===== src/rtl/mem_arbiter_if.sv =====
// Bus bundle between the CPU-side ports, the arbiter and the memory port.
//
// Handshake: a CPU port requests by driving a nonzero mask (imem: rmask,
// dmem: rmask or wmask) and holds address/masks/data stable until its
// *_resp pulse; resp is a single-cycle pulse that completes the request,
// and the port may present a new request in the following cycle. The
// memory side sees one request at a time on mem_* (nonzero mask) and
// completes it with a one-cycle mem_resp, carrying read data on mem_rdata.
interface mem_arbiter_if;
  logic [31:0] imem_addr;
  logic [3:0]  imem_rmask;
  logic [31:0] imem_rdata;
  logic        imem_resp;
  logic [31:0] dmem_addr;
  logic [3:0]  dmem_rmask;
  logic [3:0]  dmem_wmask;
  logic [31:0] dmem_wdata;
  logic [31:0] dmem_rdata;
  logic        dmem_resp;
  logic [31:0] mem_addr;
  logic [3:0]  mem_rmask;
  logic [3:0]  mem_wmask;
  logic [31:0] mem_wdata;
  logic [31:0] mem_rdata;
  logic        mem_resp;

  // Arbiter view.
  modport slave (
    input  imem_addr, imem_rmask, dmem_addr, dmem_rmask, dmem_wmask,
           dmem_wdata, mem_rdata, mem_resp,
    output imem_rdata, imem_resp, dmem_rdata, dmem_resp,
           mem_addr, mem_rmask, mem_wmask, mem_wdata
  );

  // CPU and memory view.
  modport master (
    output imem_addr, imem_rmask, dmem_addr, dmem_rmask, dmem_wmask,
           dmem_wdata, mem_rdata, mem_resp,
    input  imem_rdata, imem_resp, dmem_rdata, dmem_resp,
           mem_addr, mem_rmask, mem_wmask, mem_wdata
  );
endinterface


===== src/rtl/mem_arbiter.sv =====
// Two-to-one round-robin memory arbiter (fetch port vs load/store port)
// with one outstanding transaction and a sticky no-response watchdog.
module mem_arbiter #(
  parameter int TIMEOUT_CYCLES = 1024
) (
  input  logic       clk,
  input  logic       rst,          // asynchronous, active-low
  mem_arbiter_if.slave bus,
  output logic       timeout_err,
  output logic [1:0] dbg_state
);

  typedef enum logic [1:0] {
    IDLE   = 2'd0,
    I_BUSY = 2'd1,
    D_BUSY = 2'd2
  } state_t;

  // The busy counter value during the last busy cycle before the error.
  localparam logic [15:0] LAST_CNT = 16'(TIMEOUT_CYCLES - 1);

  state_t      state, state_next;
  logic        last_grant_d;       // 0: fetch won last, 1: data won last
  logic        imem_req, dmem_req;
  logic        grant_i, grant_d;
  logic [31:0] addr_q, wdata_q;
  logic [3:0]  rmask_q, wmask_q;
  logic [15:0] busy_cnt;
  logic        err_q;

  assign imem_req = |bus.imem_rmask;
  assign dmem_req = |bus.dmem_rmask || |bus.dmem_wmask;

  // Next state and grant decision; ties go to the port not granted last.
  always_comb begin
    state_next = state;
    grant_i    = 1'b0;
    grant_d    = 1'b0;
    case (state)
      IDLE: begin
        if (imem_req && dmem_req) begin
          grant_d = ~last_grant_d;
          grant_i = last_grant_d;
        end else begin
          grant_i = imem_req;
          grant_d = dmem_req;
        end
        if (grant_i)      state_next = I_BUSY;
        else if (grant_d) state_next = D_BUSY;
      end
      I_BUSY, D_BUSY: begin
        if (bus.mem_resp) state_next = IDLE;
      end
      default: state_next = IDLE;
    endcase
  end

  // State register and last-grant memory.
  always_ff @(posedge clk or negedge rst) begin
    if (!rst) begin
      state        <= IDLE;
      last_grant_d <= 1'b0;
    end else begin
      state <= state_next;
      if (grant_i)      last_grant_d <= 1'b0;
      else if (grant_d) last_grant_d <= 1'b1;
    end
  end

  // Memory-side request registers: latched on grant, cleared on completion.
  always_ff @(posedge clk or negedge rst) begin
    if (!rst) begin
      addr_q  <= '0;
      rmask_q <= '0;
      wmask_q <= '0;
      wdata_q <= '0;
    end else if (grant_i) begin
      addr_q  <= bus.imem_addr;
      rmask_q <= bus.imem_rmask;
      wmask_q <= '0;
      wdata_q <= '0;
    end else if (grant_d) begin
      addr_q  <= bus.dmem_addr;
      rmask_q <= bus.dmem_rmask;
      wmask_q <= bus.dmem_wmask;
      wdata_q <= bus.dmem_wdata;
    end else if (state != IDLE && bus.mem_resp) begin
      addr_q  <= '0;
      rmask_q <= '0;
      wmask_q <= '0;
      wdata_q <= '0;
    end
  end

  // Watchdog: counts busy cycles of the current transaction; the error
  // sticks until reset and never aborts the transaction.
  always_ff @(posedge clk or negedge rst) begin
    if (!rst) begin
      busy_cnt <= '0;
      err_q    <= 1'b0;
    end else begin
      if (grant_i || grant_d) begin
        busy_cnt <= '0;
      end else if (state != IDLE && busy_cnt != 16'hFFFF) begin
        busy_cnt <= busy_cnt + 16'd1;
      end
      if (state != IDLE && !bus.mem_resp && busy_cnt == LAST_CNT) begin
        err_q <= 1'b1;
      end
    end
  end

  assign bus.mem_addr   = addr_q;
  assign bus.mem_rmask  = rmask_q;
  assign bus.mem_wmask  = wmask_q;
  assign bus.mem_wdata  = wdata_q;
  assign bus.imem_resp  = (state == I_BUSY) && bus.mem_resp;
  assign bus.dmem_resp  = (state == D_BUSY) && bus.mem_resp;
  assign bus.imem_rdata = (state == I_BUSY) ? bus.mem_rdata : 32'h0;
  assign bus.dmem_rdata = (state == D_BUSY) ? bus.mem_rdata : 32'h0;
  assign timeout_err    = err_q;
  assign dbg_state      = state;

endmodule

===== src/flat_wrapper.sv =====
// flat-port wrapper written by rule: the top's interface ports become plain ports
module mem_arbiter_flat 
#(
  parameter int TIMEOUT_CYCLES = 1024
)
  (clk, rst, timeout_err, dbg_state, bus_imem_addr, bus_imem_rmask, bus_dmem_addr, bus_dmem_rmask, bus_dmem_wmask, bus_dmem_wdata, bus_mem_rdata, bus_mem_resp, bus_imem_rdata, bus_imem_resp, bus_dmem_rdata, bus_dmem_resp, bus_mem_addr, bus_mem_rmask, bus_mem_wmask, bus_mem_wdata);
  mem_arbiter_if bus_i ();
  input  logic clk;
  input  logic rst;
  output logic timeout_err;
  output logic [1:0] dbg_state;
  input wire logic [$bits(bus_i.imem_addr)-1:0] bus_imem_addr;
  input wire logic [$bits(bus_i.imem_rmask)-1:0] bus_imem_rmask;
  input wire logic [$bits(bus_i.dmem_addr)-1:0] bus_dmem_addr;
  input wire logic [$bits(bus_i.dmem_rmask)-1:0] bus_dmem_rmask;
  input wire logic [$bits(bus_i.dmem_wmask)-1:0] bus_dmem_wmask;
  input wire logic [$bits(bus_i.dmem_wdata)-1:0] bus_dmem_wdata;
  input wire logic [$bits(bus_i.mem_rdata)-1:0] bus_mem_rdata;
  input wire logic [$bits(bus_i.mem_resp)-1:0] bus_mem_resp;
  output wire logic [$bits(bus_i.imem_rdata)-1:0] bus_imem_rdata;
  output wire logic [$bits(bus_i.imem_resp)-1:0] bus_imem_resp;
  output wire logic [$bits(bus_i.dmem_rdata)-1:0] bus_dmem_rdata;
  output wire logic [$bits(bus_i.dmem_resp)-1:0] bus_dmem_resp;
  output wire logic [$bits(bus_i.mem_addr)-1:0] bus_mem_addr;
  output wire logic [$bits(bus_i.mem_rmask)-1:0] bus_mem_rmask;
  output wire logic [$bits(bus_i.mem_wmask)-1:0] bus_mem_wmask;
  output wire logic [$bits(bus_i.mem_wdata)-1:0] bus_mem_wdata;
  assign bus_i.imem_addr = bus_imem_addr;
  assign bus_i.imem_rmask = bus_imem_rmask;
  assign bus_i.dmem_addr = bus_dmem_addr;
  assign bus_i.dmem_rmask = bus_dmem_rmask;
  assign bus_i.dmem_wmask = bus_dmem_wmask;
  assign bus_i.dmem_wdata = bus_dmem_wdata;
  assign bus_i.mem_rdata = bus_mem_rdata;
  assign bus_i.mem_resp = bus_mem_resp;
  assign bus_imem_rdata = bus_i.imem_rdata;
  assign bus_imem_resp = bus_i.imem_resp;
  assign bus_dmem_rdata = bus_i.dmem_rdata;
  assign bus_dmem_resp = bus_i.dmem_resp;
  assign bus_mem_addr = bus_i.mem_addr;
  assign bus_mem_rmask = bus_i.mem_rmask;
  assign bus_mem_wmask = bus_i.mem_wmask;
  assign bus_mem_wdata = bus_i.mem_wdata;
  mem_arbiter #(.TIMEOUT_CYCLES(TIMEOUT_CYCLES)) u_core (.clk(clk), .rst(rst), .bus(bus_i), .timeout_err(timeout_err), .dbg_state(dbg_state));
endmodule

===== config.mk =====
export PLATFORM = sky130hd
export DESIGN_NAME = mem_arbiter_flat
export DESIGN_NICKNAME = d
export VERILOG_FILES = /design/src/rtl/mem_arbiter_if.sv /design/src/rtl/mem_arbiter.sv /design/src/flat_wrapper.sv
export SDC_FILE = /design/constraint.sdc
export NUM_CORES = 1
export LEC_CHECK = 0
export BUFFER_PORTS_ARGS = -buffer_cell sky130_fd_sc_hd__buf_2
export CAP_MARGIN = 20
export CORE_MARGIN = 1
export CORE_UTILIZATION = 39
export DETAILED_ROUTE_END_ITERATION = 8
export GPL_TIMING_DRIVEN = 0
export PLACE_DENSITY = 0.82
export SLEW_MARGIN = 25
export SYNTH_ARGS = -nofsm -noshare
export SYNTH_HDL_FRONTEND = slang
export SYNTH_SLANG_ARGS = --single-unit

===== constraint.sdc =====
create_clock -name clk -period 2.45 [get_ports clk]
set_input_delay 0 -clock clk [delete_from_list [all_inputs] [get_ports clk]]
set_output_delay 0 -clock clk [all_outputs]
set_load 0.02 [all_outputs]

# [Word-level counts from Yosys, hierarchy flattened]
# Cells that the tools add are included.
[op_classes] reduce_logical=20 n_eq_ne=6 n_mux=26 bitwise=1 n_addsub=1
[ops] cell="32-bit two-way mux" n=7
[ops] cell="16-bit two-way mux" n=2
[ops] cell="4-bit two-way mux" n=5
[ops] cell="16-bit by 1-bit adder with 16-bit output, second input constant" n=1
[ops] cell="16-bit by 10-bit == test with 1-bit output, second input constant" n=1
[ops] cell="16-bit != test, second input constant" n=1
[ops] cell="4-bit OR reduction" n=3
[ops] cell="1-bit two-way mux" n=8
[ops] cell="1-bit logical AND" n=7
[ops] cell="2-bit two-way mux" n=3
[ops] cell="2-bit nonzero test" n=3
[ops] cell="2-bit case mux with 2 select lines" n=1
[ops] cell="3-bit by 1-bit != test with 1-bit output, second input constant" n=1
[ops] cell="3-bit nonzero test" n=1
[ops] cell="2-bit by 1-bit == test with 1-bit output, second input constant" n=1
[ops] cell="2-bit == test, second input constant" n=1
[ops] cell="2-bit zero test" n=1
[ops] cell="1-bit logical OR" n=2
[ops] cell="2-bit != test, second input constant" n=1
[ops] cell="2-bit AND reduction" n=1
[ops] cell="2-bit OR reduction" n=1
[ops] cell="1-bit zero test" n=1
[ops] cell="1-bit NOT" n=1
[word_totals] reg_bits=92 out_inout_bits=141

# [Logic depth before layout (Yosys ltp)]
# Gate-level depths: netlist (run 1).
[depth] depth_word=8 depth_mapped=9 ltp_nobuf=6

# [Worst setup path after synthesis (run 1)]
# No wires, ideal clock.
[synth_timing] kind="register to register" startpoint="register u_core.state[0], in the netlist u_core.dbg_state[0]" endpoint="register u_core.busy_cnt[11]" path_slack_ps=247 setup_ps=78 n_path_buf=2 arrival_ps=2125 synth_period_minus_slack_ps=2203 path_stages_with_launch=9 cell_sequence="dfrtp_1 -> inv_1 -> ha_1 -> buf_6 -> nand3b_1 -> or3_1 -> clkbuf_1 -> or4_1 -> a21oi_1"
[synth_via] elab_chain_len=4 elab_cells_between_ends=8 classes_between="mux (3); reduce/logical (5)"
[synth_lines] item="from (decl)" line_no="mem_arbiter.sv:22" rtl="state_t state, state_next;"
[synth_lines] item="from (signal assigned)" line_no="mem_arbiter.sv:64" rtl="state <= state_next;"
[synth_lines] item="2-bit zero test" line_no="mem_arbiter.sv:39" rtl="case (state)"
[synth_lines] item="1-bit two-way mux" line_no="mem_arbiter.sv:39"
[synth_lines] item="1-bit logical OR" line_no="mem_arbiter.sv:102" rtl="if (grant_i || grant_d) begin"
[synth_lines] item="16-bit two-way mux or 2-bit nonzero test (tied branches)"
[synth_lines] item="to (signal assigned)" line_no="mem_arbiter.sv:105" rtl="busy_cnt <= busy_cnt + 16'd1;"
[synth_lines] item="to (decl)" line_no="mem_arbiter.sv:28" rtl="logic [15:0] busy_cnt;"
# Several ways; a longest one is shown, not always the timed one.
# A chain may end at the register's enable or synchronous reset.

# [Worst setup path in the final report (run 1)]
# Ends and elaborated chain as after synthesis.

==> flow_metrics.py, run 1 <==
metrics = {
    "synth": {
        "mappedNetlistArea_sq_um": 4610,
        "synth-simple-area-share": 0.234,
        "synth-seq-area-share": 0.500,
        "synth_cells": 403,
        "synth-warning-count": 0,
        "yosys.area_share.adder": 0.0109,
        "avgSynthCellArea_sq_um": 11.4,
        "synth-compound-area-share": 0.207,
        "postSynthRegisterBits": 92,
        "asyncSetResetFlopFracSynth": 1.00,
        "synth_xor_area_frac": 0.00380,
        "syn_nets": 550,
        "number_of_synthesized_flops_with_an_enable_pin": 0,
        "synth_top_flop_cell": "sky130_fd_sc_hd__dfrtp_1",
        "post_synth_mux_area_share": 0,
        "dominant_combinational_cell_family_by_area_after_synthesis": "simple AND/OR/NAND/NOR gates",
        "ys_types": 51,
    },
    "setup_path": {
        "critical_path_arrival_ns": 2.54,
        "reg2regPathDepth": 8,
        "critPathBufInv": 3,
        "setup.worst_path.class": "flop to flop",
        "timing.reg2reg.setup_slack_ns": 0.17,
        "worstReg2RegEnd": "u_core.busy_cnt[11]",
        "crit_required_ns": 2.71,
        "delay_of_the_slowest_cell_on_the_worst_path_ns": 0.50,
        "critical-path-top-delay-family": "simple AND/OR/NAND/NOR gates",
        "crit_slowest_cell": "sky130_fd_sc_hd__or4_1",
        "critPathMaxFanout": 10,
        "regToRegStartpoint": "u_core.dbg_state[0]",
        "crit_path_cell_trace": "inv_1, ha_1, buf_6, nand3b_1, or3_1, clkbuf_1, or4_1, a21oi_1",
        "worstSetupStartpointType": "flop",
        "setup.worst_path.end_class": "flop",
    },
    "timing": {
        "timing.setup.tns_ns": 0,
        "worst_clock_skew_ns": 0.00298,
        "min_period_ns": 2.28,
        "fmax_ghz": 0.439,
        "headroom_to_the_max_slew_limit": 0.387,
        "grt_setup_unrepaired": "no",
        "timing_max_transition_violations_final": 0,
        "setup_viol": 0,
        "worst_pin_slew_ns": 0.912,
        "layout_worst_path_cycle_share": 0.930,
        "hold_violation_count_in_the_final_report": 0,
    },
    "clock_network": {
        "htreeDepth": 3,
        "cts_inserted_buffers": 9,
        "clkSlewWorstSetupHoldPaths_ns": 0.06,
        "cts_root_buffer": "sky130_fd_sc_hd__clkbuf_16",
        "cts-root-to-sink-buffers": 2,
        "cts_tree": "done",
        "cts_num_sinks": 92,
        "post_cts_resize_count": 0,
        "worst_skew_pair.late_latency_ns": 0.34,
    },
    "route": {
        "detail-route-antenna-nets": 0,
        "remaining_drc_errors": 0,
        "route.vias.total": 5015,
        "first_iter_violations": 248,
        "vias_per_cell": 5.25,
        "wire_per_inst_um": 17.3,
        "drt_wl_total_um": 16500,
        "firstDrtPassIters": 4,
    },
    "layout": {
        "multi_input_comb_area_sq_um": 2100,
        "final_layout_size_suffix_gt1_frac": 0.424,
        "area_growth_syn_to_layout_pct": 65.6,
        "register_area_sq_um": 2300,
        "fin_cells": 955,
        "final_common_cell": "sky130_fd_sc_hd__buf_2",
        "finalNetCount": 949,
        "final.fill_count": 846,
        "mostFrequentLayoutCells": "sky130_fd_sc_hd__buf_2, sky130_fd_sc_hd__dlygate4sd3_1, sky130_fd_sc_hd__dfrtp_1",
    },
    "global_route": {
        "grt_start_max_net_pins": 55,
        "grt_first_pass_wirelength_um": 26200,
        "met3_usage": 0.0443,
        "grt_antenna_before_repair": 5,
        "globalRouteMet2Util": 0.506,
        "busiest_layer_in_global_routing": "met2",
        "grtUsageMet1": 0.280,
        "number_of_global_route_vias_before_repair": 5163,
        "gr-total-overflow": 0,
        "grt_usage": 0.273,
    },
    "min_path": {
        "hold_path_depth": 3,
        "hold_class": "input port to flop",
        "worst_hold_startpoint": "bus_dmem_addr[2]",
        "worst_hold_path.endpoint": "u_core.bus.mem_addr[2]",
    },
    "pwr": {
        "leakage_uw": 0.00392,
        "p_per_area_nw_per_um2": 1090,
        "worst_ir_drop_vdd_uv": 889,
    },
    "place": {
        "place.detailed.hpwl_um": 11200,
        "routabilityCongestion": 0.907,
        "place.detailed.instances": 830,
        "io_buffer_count": 283,
    },
    "status": {
        "run_status": "complete, no violations",
    },
    "floorplanning": {
        "std_cell_rows": 39,
        "die_height_um": 111,
        "floorplan.initialDensity": 0.402,
        "die_w_um": 111,
        "fp.coreArea_sq_um": 11500,
        "floorplan.io_pins": 284,
        "die_area_sq_um": 12300,
    },
    "run": {
        "cap_viol_max_count": 0,
    },
}
-- Yosys cell counts (2+ instances only) --
cell type | n | area (sq um)
sky130_fd_sc_hd__nand3_1 | 4 | 20.0
sky130_fd_sc_hd__o21ai_0 | 7 | 35.0
sky130_fd_sc_hd__nor4_4 | 4 | 85.1
sky130_fd_sc_hd__o41ai_1 | 2 | 17.5
sky130_fd_sc_hd__nand4_1 | 5 | 31.3
sky130_fd_sc_hd__and2_1 | 88 | 551
sky130_fd_sc_hd__or4_1 | 4 | 30.0
sky130_fd_sc_hd__and2_2 | 14 | 105
sky130_fd_sc_hd__and4_1 | 3 | 26.3
sky130_fd_sc_hd__or3_1 | 3 | 18.8
sky130_fd_sc_hd__clkbuf_1 | 11 | 41.3
sky130_fd_sc_hd__nor2_1 | 10 | 37.5
sky130_fd_sc_hd__nor4_1 | 3 | 18.8
sky130_fd_sc_hd__a221o_1 | 35 | 350
sky130_fd_sc_hd__ha_1 | 4 | 50.1
sky130_fd_sc_hd__nor3_1 | 4 | 20.0
sky130_fd_sc_hd__and2_0 | 2 | 12.5
sky130_fd_sc_hd__dfrtp_1 | 92 | 2300
sky130_fd_sc_hd__clkbuf_2 | 2 | 10.0
sky130_fd_sc_hd__nand2_1 | 9 | 33.8
sky130_fd_sc_hd__buf_8 | 2 | 30.0
sky130_fd_sc_hd__a21oi_1 | 11 | 55.1
sky130_fd_sc_hd__o31ai_1 | 6 | 45.0
sky130_fd_sc_hd__o211ai_1 | 2 | 15.0
sky130_fd_sc_hd__buf_2 | 4 | 20.0
sky130_fd_sc_hd__a31o_2 | 3 | 26.3
sky130_fd_sc_hd__inv_1 | 5 | 18.8
sky130_fd_sc_hd__buf_6 | 6 | 67.6
sky130_fd_sc_hd__a22o_1 | 36 | 315
-- kinds of logic (layout without fill, tap and decap cells) --
family | Yosys count | in the layout
buf+inv | 32 | 436
compound gates | 110 | 110
fa+ha+maj | 4 | 4
simple gates | 163 | 163
xor+xnor | 2 | 2
flops | 92 | 92
other cells | 0 | 5
-- report_power, final --
| group | internal [uW] | switching (uW) | total (uW) |
|---|---|---|---|
| Clock | 999 | 578 | 1580 |
| Sequential | 2070 | 350 | 2420 |
| Combinational | 1830 | 2530 | 4360 |
-- worst reg2reg max path: stages, from the launching register on --
cell and delay [ns]:
sky130_fd_sc_hd__dfrtp_1 0.37, sky130_fd_sc_hd__inv_1 0.09, sky130_fd_sc_hd__ha_1 0.21, sky130_fd_sc_hd__buf_6 0.14
sky130_fd_sc_hd__nand3b_1 0.19, sky130_fd_sc_hd__or3_1 0.32, sky130_fd_sc_hd__clkbuf_1 0.22, sky130_fd_sc_hd__or4_1 0.51
sky130_fd_sc_hd__a21oi_1 0.15
-- registers in the layout, indices dropped and copies added, names as in the netlist --
signal                count
u_core.bus.mem_addr      32
u_core.bus.mem_wdata     32
u_core.busy_cnt          16
u_core.bus.mem_rmask      4
u_core.bus.mem_wmask      4
u_core.dbg_state          2
u_core.last_grant_d       1
u_core.timeout_err        1
-- stage by stage --
stage                     area, sq um  setup WS [ns]  utilization  total power, uW  hold WS (ns)
final                            7630          0.171        0.665             8350        0.0168
after global routing             7630        0.00863        0.665             8800        0.0277
after CTS                        7620          0.157        0.664             8360       0.00669
after detailed placement         6240          0.175        0.544             6610       -0.0752
after global placement           6200          0.268        0.541             6470         0.225
after floorplan                  4610          0.247            -             5200        -0.296
-- routing by layer --
layer | wire length [um] | vias to the layer above | part of all wire
met5 | 0 | - | 0
met4 | 774 | 0 | 0.047
li1 | - | 2310 | -
met2 | 9100 | 272 | 0.55
met3 | 879 | 52 | 0.053
met1 | 5750 | 2381 | 0.35
-- worst max-delay path by stage --
stage                             start                  end  slack, ns  cells after the start
global route        u_core.dbg_state[0]  u_core.busy_cnt[13]      0.009                      8
floorplan           u_core.dbg_state[0]  u_core.busy_cnt[11]       0.25                      8
finish              u_core.dbg_state[0]  u_core.busy_cnt[11]       0.17                      8
detailed placement  u_core.dbg_state[0]  u_core.busy_cnt[13]       0.17                      8
global placement    u_core.dbg_state[0]  u_core.busy_cnt[13]       0.27                      8
CTS                 u_core.dbg_state[0]  u_core.busy_cnt[15]       0.16                      7
-- timing repair --
| item | CTS | global route |
|---|---|---|
| setup endpoints to repair | 0 | 0 |
| setup buffers | 0 | 0 |
| endpoints found under the hold margin | 164 | 0 |
| hold buffers | 104 | 0 |
-- cell type report --
class / instances / share of cell area
repair buffers: 388 / 0.326
inverters: 6 / 0.00295
plain buffers: 26 / 0.0238
diodes: 5 / 0.00164
flip-flops and latches: 92 / 0.302
multi-input cells: 279 / 0.275
clock buffers: 10 / 0.0300
clock inverters: 6 / 0.0148
well taps: 143 / 0.0234
(Power assumes the default switching activity.)
==> run 2, diff against run 1 <==
==> constraint.sdc (replaced) <==
create_clock -name clk -period 2.41 [get_ports clk]
set_input_delay 0 -clock clk [delete_from_list [all_inputs] [get_ports clk]]
set_output_delay 0 -clock clk [all_outputs]
set_load 0.02 [all_outputs]
==> flow_metrics.py, run 2 (synthesis results as in run 1) <==
metrics = {
    "status": {
        "run_status": "complete, no violations",
    },
    "min_path": {
        "hold_class": "input port to flop",
    },
    "timing": {
        "hold_violation_count_in_the_final_report": 0,
        "layout_worst_path_cycle_share": 0.922,
        "grt_setup_unrepaired": "no",
        "min_period_ns": 2.22,
        "setup_viol": 0,
        "timing_max_transition_violations_final": 0,
        "headroom_to_the_max_slew_limit": 0.386,
        "timing.setup.tns_ns": 0,
        "fmax_ghz": 0.450,
        "worst_clock_skew_ns": 0.00365,
        "worst_pin_slew_ns": 0.912,
    },
    "layout": {
        "finalNetCount": 948,
        "multi_input_comb_area_sq_um": 2100,
        "register_area_sq_um": 2300,
        "mostFrequentLayoutCells": "sky130_fd_sc_hd__buf_2, sky130_fd_sc_hd__dlygate4sd3_1, sky130_fd_sc_hd__dfrtp_1",
        "final_layout_size_suffix_gt1_frac": 0.424,
        "final.fill_count": 845,
        "final_common_cell": "sky130_fd_sc_hd__buf_2",
        "area_growth_syn_to_layout_pct": 65.6,
    },
    "clock_network": {
        "clkSlewWorstSetupHoldPaths_ns": 0.06,
        "cts_root_buffer": "sky130_fd_sc_hd__clkbuf_16",
        "cts_inserted_buffers": 9,
        "cts_tree": "done",
        "cts-root-to-sink-buffers": 2,
        "htreeDepth": 3,
        "worst_skew_pair.late_latency_ns": 0.34,
        "cts_setup_buffers": 0,
        "cts_num_sinks": 92,
    },
    "place": {
        "io_buffer_count": 283,
        "place.detailed.hpwl_um": 11200,
        "routabilityCongestion": 0.907,
    },
    "route": {
        "detail-route-antenna-nets": 0,
        "remaining_drc_errors": 0,
        "first_iter_violations": 267,
        "firstDrtPassIters": 4,
        "wire_per_inst_um": 17.3,
        "route.vias.total": 5047,
        "drt_wl_total_um": 16500,
        "vias_per_cell": 5.29,
    },
    "setup_path": {
        "setup.worst_path.end_class": "flop",
        "critPathMaxFanout": 10,
        "crit_slowest_cell": "sky130_fd_sc_hd__or4_1",
        "crit_path_cell_trace": "inv_1, ha_1, buf_6, nand3b_1, or3_1, or4_1, a21oi_1",
        "setup.worst_path.class": "flop to flop",
        "crit_required_ns": 2.67,
        "worstSetupStartpointType": "flop",
        "delay_of_the_slowest_cell_on_the_worst_path_ns": 0.51,
        "critical_path_arrival_ns": 2.48,
    },
    "global_route": {
        "grt_usage": 0.273,
        "number_of_global_route_vias_before_repair": 5163,
        "grtUsageMet1": 0.280,
        "globalRouteMet2Util": 0.506,
        "busiest_layer_in_global_routing": "met2",
        "grt_antenna_before_repair": 5,
        "gr-total-overflow": 0,
        "grt_first_pass_wirelength_um": 26200,
        "met3_usage": 0.0443,
        "grt_start_max_net_pins": 55,
    },
    "pwr": {
        "p_per_area_nw_per_um2": 1110,
        "worst_ir_drop_vdd_uv": 905,
        "report.power.total_uw": 8500,
        "leakage_uw": 0.00392,
    },
    "run": {
        "cap_viol_max_count": 0,
    },
    "floorplanning": {
        "floorplan.io_pins": 284,
        "fp.coreArea_sq_um": 11500,
        "die_area_sq_um": 12300,
        "floorplan.initialDensity": 0.402,
        "die_w_um": 111,
        "die_height_um": 111,
        "std_cell_rows": 39,
    },
}
==> run 2: final timing paths <==
path / from / endpoint / slack (ns) / depth (start not counted)
max in group asynchronous: rst / u_core.bus.mem_wdata[0] / 1.71 / 3
min reg2reg: u_core.timeout_err / u_core.timeout_err / 0.46 / 1
max: u_core.dbg_state[0] / u_core.busy_cnt[11] / 0.19 / 7
max reg2reg: u_core.dbg_state[0] / u_core.busy_cnt[11] / 0.19 / 7
min: bus_dmem_addr[2] / u_core.bus.mem_addr[2] / 0.02 / 3
min in group asynchronous: rst / u_core.bus.mem_addr[2] / 0.12 / 2
==> run 2: critical path, delay by kind of cell (launching register included) <==
| kind | cells | cell delay, ns |
|---|---|---|
| adder cells (fa/ha/maj) | 1 | 0.21 |
| buffers and inverters | 2 | 0.23 |
| AO/OA/AOI/OAI | 1 | 0.15 |
| AND/OR/NAND/NOR | 3 | 1.19 |
| flip-flops | 1 | 0.37 |
==> run 2: metrics by stage <==
| step | hold slack [ns] | cells | instance area, sq um | util | setup WS [ns] |
|---|---|---|---|---|---|
| after floorplan | -0.296 | 403 | 4610 | - | 0.207 |
| after global placement | 0.225 | 829 | 6200 | 0.541 | 0.228 |
| after detailed placement | -0.0752 | 830 | 6240 | 0.544 | 0.135 |
| after CTS | 0.00669 | 950 | 7620 | 0.664 | 0.117 |
| after global routing | 0.0277 | 954 | 7630 | 0.665 | 0.0278 |
| final | 0.0168 | 954 | 7630 | 0.665 | 0.188 |
==> run 2: what timing repair did <==
item,CTS,global route
hold buffers,104,0
endpoints found under the hold margin,164,0
gates resized for setup,0,1
endpoints found under the setup margin,0,3
==> run 2: power breakdown <==
part / total (uW) / switching (uW) / internal (uW)
Combinational: 4430 / 2580 / 1860
Clock: 1610 / 590 / 1020
Sequential: 2460 / 356 / 2100
Total: 8500 / 3520 / 4980
==> run 2: cell type report <==
type / instances / share of cell area
well taps: 143 / 0.0235
repair buffers: 388 / 0.327
flip-flops and latches: 92 / 0.302
inverters: 6 / 0.00295
clock buffers: 10 / 0.0300
diodes: 5 / 0.00164
multi-input cells: 279 / 0.276
clock inverters: 6 / 0.0148
plain buffers: 25 / 0.0233
==> run 2: layer usage <==
metal	part of all wire	up-vias
met2	0.55	284
met4	0.049	0
li1	-	2309
met1	0.35	2398
met3	0.055	56
met5	0	-
==> run 3, diff against run 2 <==
--- a/config.mk
+++ b/config.mk
@@ -5,13 +5,14 @@
 export SDC_FILE = /design/constraint.sdc
 export NUM_CORES = 1
 export LEC_CHECK = 0
+export ABC_AREA = 1
 export BUFFER_PORTS_ARGS = -buffer_cell sky130_fd_sc_hd__buf_2
 export CAP_MARGIN = 20
 export CORE_MARGIN = 1
 export CORE_UTILIZATION = 39
 export DETAILED_ROUTE_END_ITERATION = 8
 export GPL_TIMING_DRIVEN = 0
-export PLACE_DENSITY = 0.82
+export PLACE_DENSITY = 0.81
 export SLEW_MARGIN = 25
 export SYNTH_ARGS = -nofsm -noshare
 export SYNTH_HDL_FRONTEND = slang
==> flow_metrics.py, run 3 <==
metrics = {
    "status": {
        "run_status": "finished with violations",
        "failing_checks": "DRC",
    },
    "synth": {
        "portion_of_synthesized_cell_area_occupied_by_the_leading_cell_type": 0.480,
        "postSynthRegisterBits": 92,
        "synth_top_flop_cell": "sky130_fd_sc_hd__dfrtp_1",
        "yosysMostFrequentCell": "sky130_fd_sc_hd__nand2_1",
        "yosys-top-cells-count": "sky130_fd_sc_hd__nand2_1, sky130_fd_sc_hd__dfrtp_1, sky130_fd_sc_hd__inv_1",
        "syn_nets": 830,
        "synth_cells": 683,
        "ys_types": 21,
        "leading_area_contributor_after_synthesis": "sky130_fd_sc_hd__dfrtp_1",
        "number_of_synthesized_flops_with_an_enable_pin": 0,
        "asyncSetResetFlopFracSynth": 1.00,
        "synth-warning-count": 0,
        "mappedNetlistArea_sq_um": 4790,
        "avgSynthCellArea_sq_um": 7.02,
        "synth-seq-area-share": 0.480,
        "yosys-top-cells-area": "sky130_fd_sc_hd__dfrtp_1, sky130_fd_sc_hd__nand2_1, sky130_fd_sc_hd__inv_1",
    },
    "setup_path": {
        "critPathBufInv": 4,
        "endpoint_of_the_worst_setup_timing_path": "u_core.bus.mem_addr[14]",
        "regToRegStartpoint": "u_core.dbg_state[0]",
        "worstSetupPathDepth": 11,
        "delay_of_the_slowest_cell_on_the_worst_path_ns": 0.56,
        "crit_slowest_cell": "sky130_fd_sc_hd__dlygate4sd3_1",
        "worstSetupStartpointType": "input port",
        "crit_path_cell_trace": "dlygate4sd3_1, buf_2, nor2_1, nand2_1, nor2_4, nand4_1, nand2_4, buf_2, nand2_1, nand3_1, dlygate4sd3_1",
        "timing.reg2reg.setup_slack_ns": 0.19,
        "critPathMaxFanout": 10,
        "critical-path-top-delay-family": "buffers and inverters",
        "reg2regPathDepth": 8,
        "crit_required_ns": 2.68,
        "worstReg2RegEnd": "u_core.bus.mem_addr[23]",
        "setup.worst_path.class": "input port to flop",
        "crit_start": "bus_dmem_rmask[3]",
        "critical_path_arrival_ns": 2.55,
        "setup.worst_path.end_class": "flop",
    },
    "floorplanning": {
        "fp.coreArea_sq_um": 12000,
        "die_height_um": 113,
        "floorplan.initialDensity": 0.399,
        "die_w_um": 113,
        "die_area_sq_um": 12700,
        "std_cell_rows": 40,
        "floorplan.io_pins": 284,
    },
    "place": {
        "place.detailed.hpwl_um": 10900,
        "routabilityCongestion": 0.897,
        "io_buffer_count": 283,
    },
    "layout": {
        "finalNetCount": 1237,
        "final_layout_size_suffix_gt1_frac": 0.306,
        "final_common_cell": "sky130_fd_sc_hd__nand2_1",
        "area_growth_syn_to_layout_pct": 64.1,
        "mostFrequentLayoutCells": "sky130_fd_sc_hd__nand2_1, sky130_fd_sc_hd__buf_2, sky130_fd_sc_hd__dlygate4sd3_1",
        "insertedDiodeCount": 0,
    },
    "clock_network": {
        "cts_inserted_buffers": 9,
        "htreeDepth": 3,
        "cts_num_sinks": 92,
        "cts_root_buffer": "sky130_fd_sc_hd__clkbuf_16",
        "cts_tree": "done",
        "cts-root-to-sink-buffers": 2,
        "clkSlewWorstSetupHoldPaths_ns": 0.06,
        "worst_skew_pair.late_latency_ns": 0.34,
    },
    "timing": {
        "fin_worst_hold_slack_ns": 0.0104,
        "fmax_ghz": 0.440,
        "min_period_ns": 2.27,
        "timing.setup.tns_ns": 0,
        "grt_setup_unrepaired": "no",
        "timing_max_transition_violations_final": 0,
        "worst_pin_slew_ns": 0.633,
        "hold_violation_count_in_the_final_report": 0,
        "headroom_to_the_max_slew_limit": 0.577,
        "worst_clock_skew_ns": 0.00828,
        "setup_viol": 0,
        "layout_worst_path_cycle_share": 0.944,
    },
    "route": {
        "firstDrtPassIters": 9,
        "remaining_drc_errors": 1,
        "route.vias.total": 6009,
        "drt_wl_total_um": 17600,
        "vias_per_cell": 4.84,
        "detail-route-antenna-nets": 0,
        "first_iter_violations": 523,
        "wire_per_inst_um": 14.2,
    },
    "min_path": {
        "hold_class": "input port to flop",
    },
    "pwr": {
        "p_per_area_nw_per_um2": 1110,
        "worst_ir_drop_vdd_uv": 881,
        "leakage_uw": 0.00494,
    },
    "global_route": {
        "grt_usage": 0.274,
        "grt_start_max_net_pins": 48,
        "gr-total-overflow": 0,
        "grt_antenna_before_repair": 0,
        "grt_first_pass_wirelength_um": 27300,
        "number_of_global_route_vias_before_repair": 5709,
    },
    "run": {
        "cap_viol_max_count": 0,
    },
}
[run 3: cell count changes after synthesis, moves of 5 or more]
cell,previous run,this run
sky130_fd_sc_hd__and2_2,14,0
sky130_fd_sc_hd__o31ai_1,6,0
sky130_fd_sc_hd__nand4_1,5,12
sky130_fd_sc_hd__nand3_1,4,63
sky130_fd_sc_hd__a22o_1,36,0
sky130_fd_sc_hd__inv_1,5,90
sky130_fd_sc_hd__nor2_1,10,28
sky130_fd_sc_hd__buf_6,6,1
sky130_fd_sc_hd__a21oi_1,11,0
sky130_fd_sc_hd__a221o_1,35,0
sky130_fd_sc_hd__nand2_1,9,340
sky130_fd_sc_hd__buf_2,4,18
sky130_fd_sc_hd__and2_1,88,1
[run 3: area by class of cell]
class / count / area [sq um]
flip-flops and latches: 92 / 2300
fillers: 931 / 4150
inverters: 90 / 338
clock inverters: 3 / 43.8
repair buffers: 396 / 2560
well taps: 147 / 184
clock buffers: 12 / 256
multi-input cells: 471 / 2010
plain buffers: 30 / 170
[run 3: layer usage]
| metal | global-route usage | vias to the layer above | wire [um] |
|---|---|---|---|
| met5 | 0 | - | 0 |
| met4 | 0.142 | 0 | 716 |
| met3 | 0.0723 | 67 | 1250 |
| met2 | 0.487 | 283 | 8980 |
| met1 | 0.300 | 2797 | 6620 |
| li1 | - | 2862 | - |
[run 3: what timing repair did]
item,4_1_cts,5_1_grt
setup endpoints to repair,0,24
endpoints found under the hold margin,164,0
setup buffers,0,3
hold buffers,109,0
gates resized for setup,0,9
[run 3: how the worst min path moves through the flow]
stage	from	endpoint	slack, ns	cells past startpoint
detailed placement	rst	u_core.bus.mem_addr[15]	-0.04	1
floorplan	rst	u_core.bus.mem_addr[0]	-0.30	0
CTS	bus_mem_resp	u_core.timeout_err	0.01	4
global placement	bus_dmem_wdata[29]	u_core.bus.mem_wdata[29]	0.20	3
global route	bus_mem_resp	u_core.dbg_state[1]	0.03	3
finish	bus_mem_resp	u_core.timeout_err	0.01	4
[run 3: worst min-delay path: cells and delay by family]
kind,cells,cell delay [ns]
and+or+nand+nor,2,0.13
AOI/OAI and AO/OA,1,0.05
buffers and inverters,1,0.12
[run 3: stage by stage]
| step | instances | area, sq um | utilization | setup slack (ns) | total power [uW] |
|---|---|---|---|---|---|
| final | 1241 | 7870 | 0.655 | 0.135 | 8720 |
| after global routing | 1241 | 7870 | 0.655 | 0.0236 | 9240 |
| after CTS | 1238 | 7820 | 0.651 | 0.0207 | 8480 |
| after detailed placement | 1114 | 6430 | 0.535 | 0.543 | 6580 |
| after global placement | 1113 | 6390 | 0.532 | 0.458 | 6500 |
| after floorplan | 683 | 4790 | - | 0.846 | 5070 |
[run 3: power breakdown]
part	internal (uW)	switching (uW)
Clock	857	579
Sequential	2130	352
Combinational	1740	3060
[run 3: logic make-up (layout without fill, tap and decap cells)]
logic type | Yosys count | in the layout | synth area share
AO/OA/AOI/OAI | 7 | 7 | 0.0102
adder cells (fa/ha/maj) | 4 | 4 | 0.0104
buffers and inverters | 120 | 531 | 0.103
XOR/XNOR | 4 | 4 | 0.00731
AND/OR/NAND/NOR | 456 | 456 | 0.389
flip-flops | 92 | 92 | 0.480
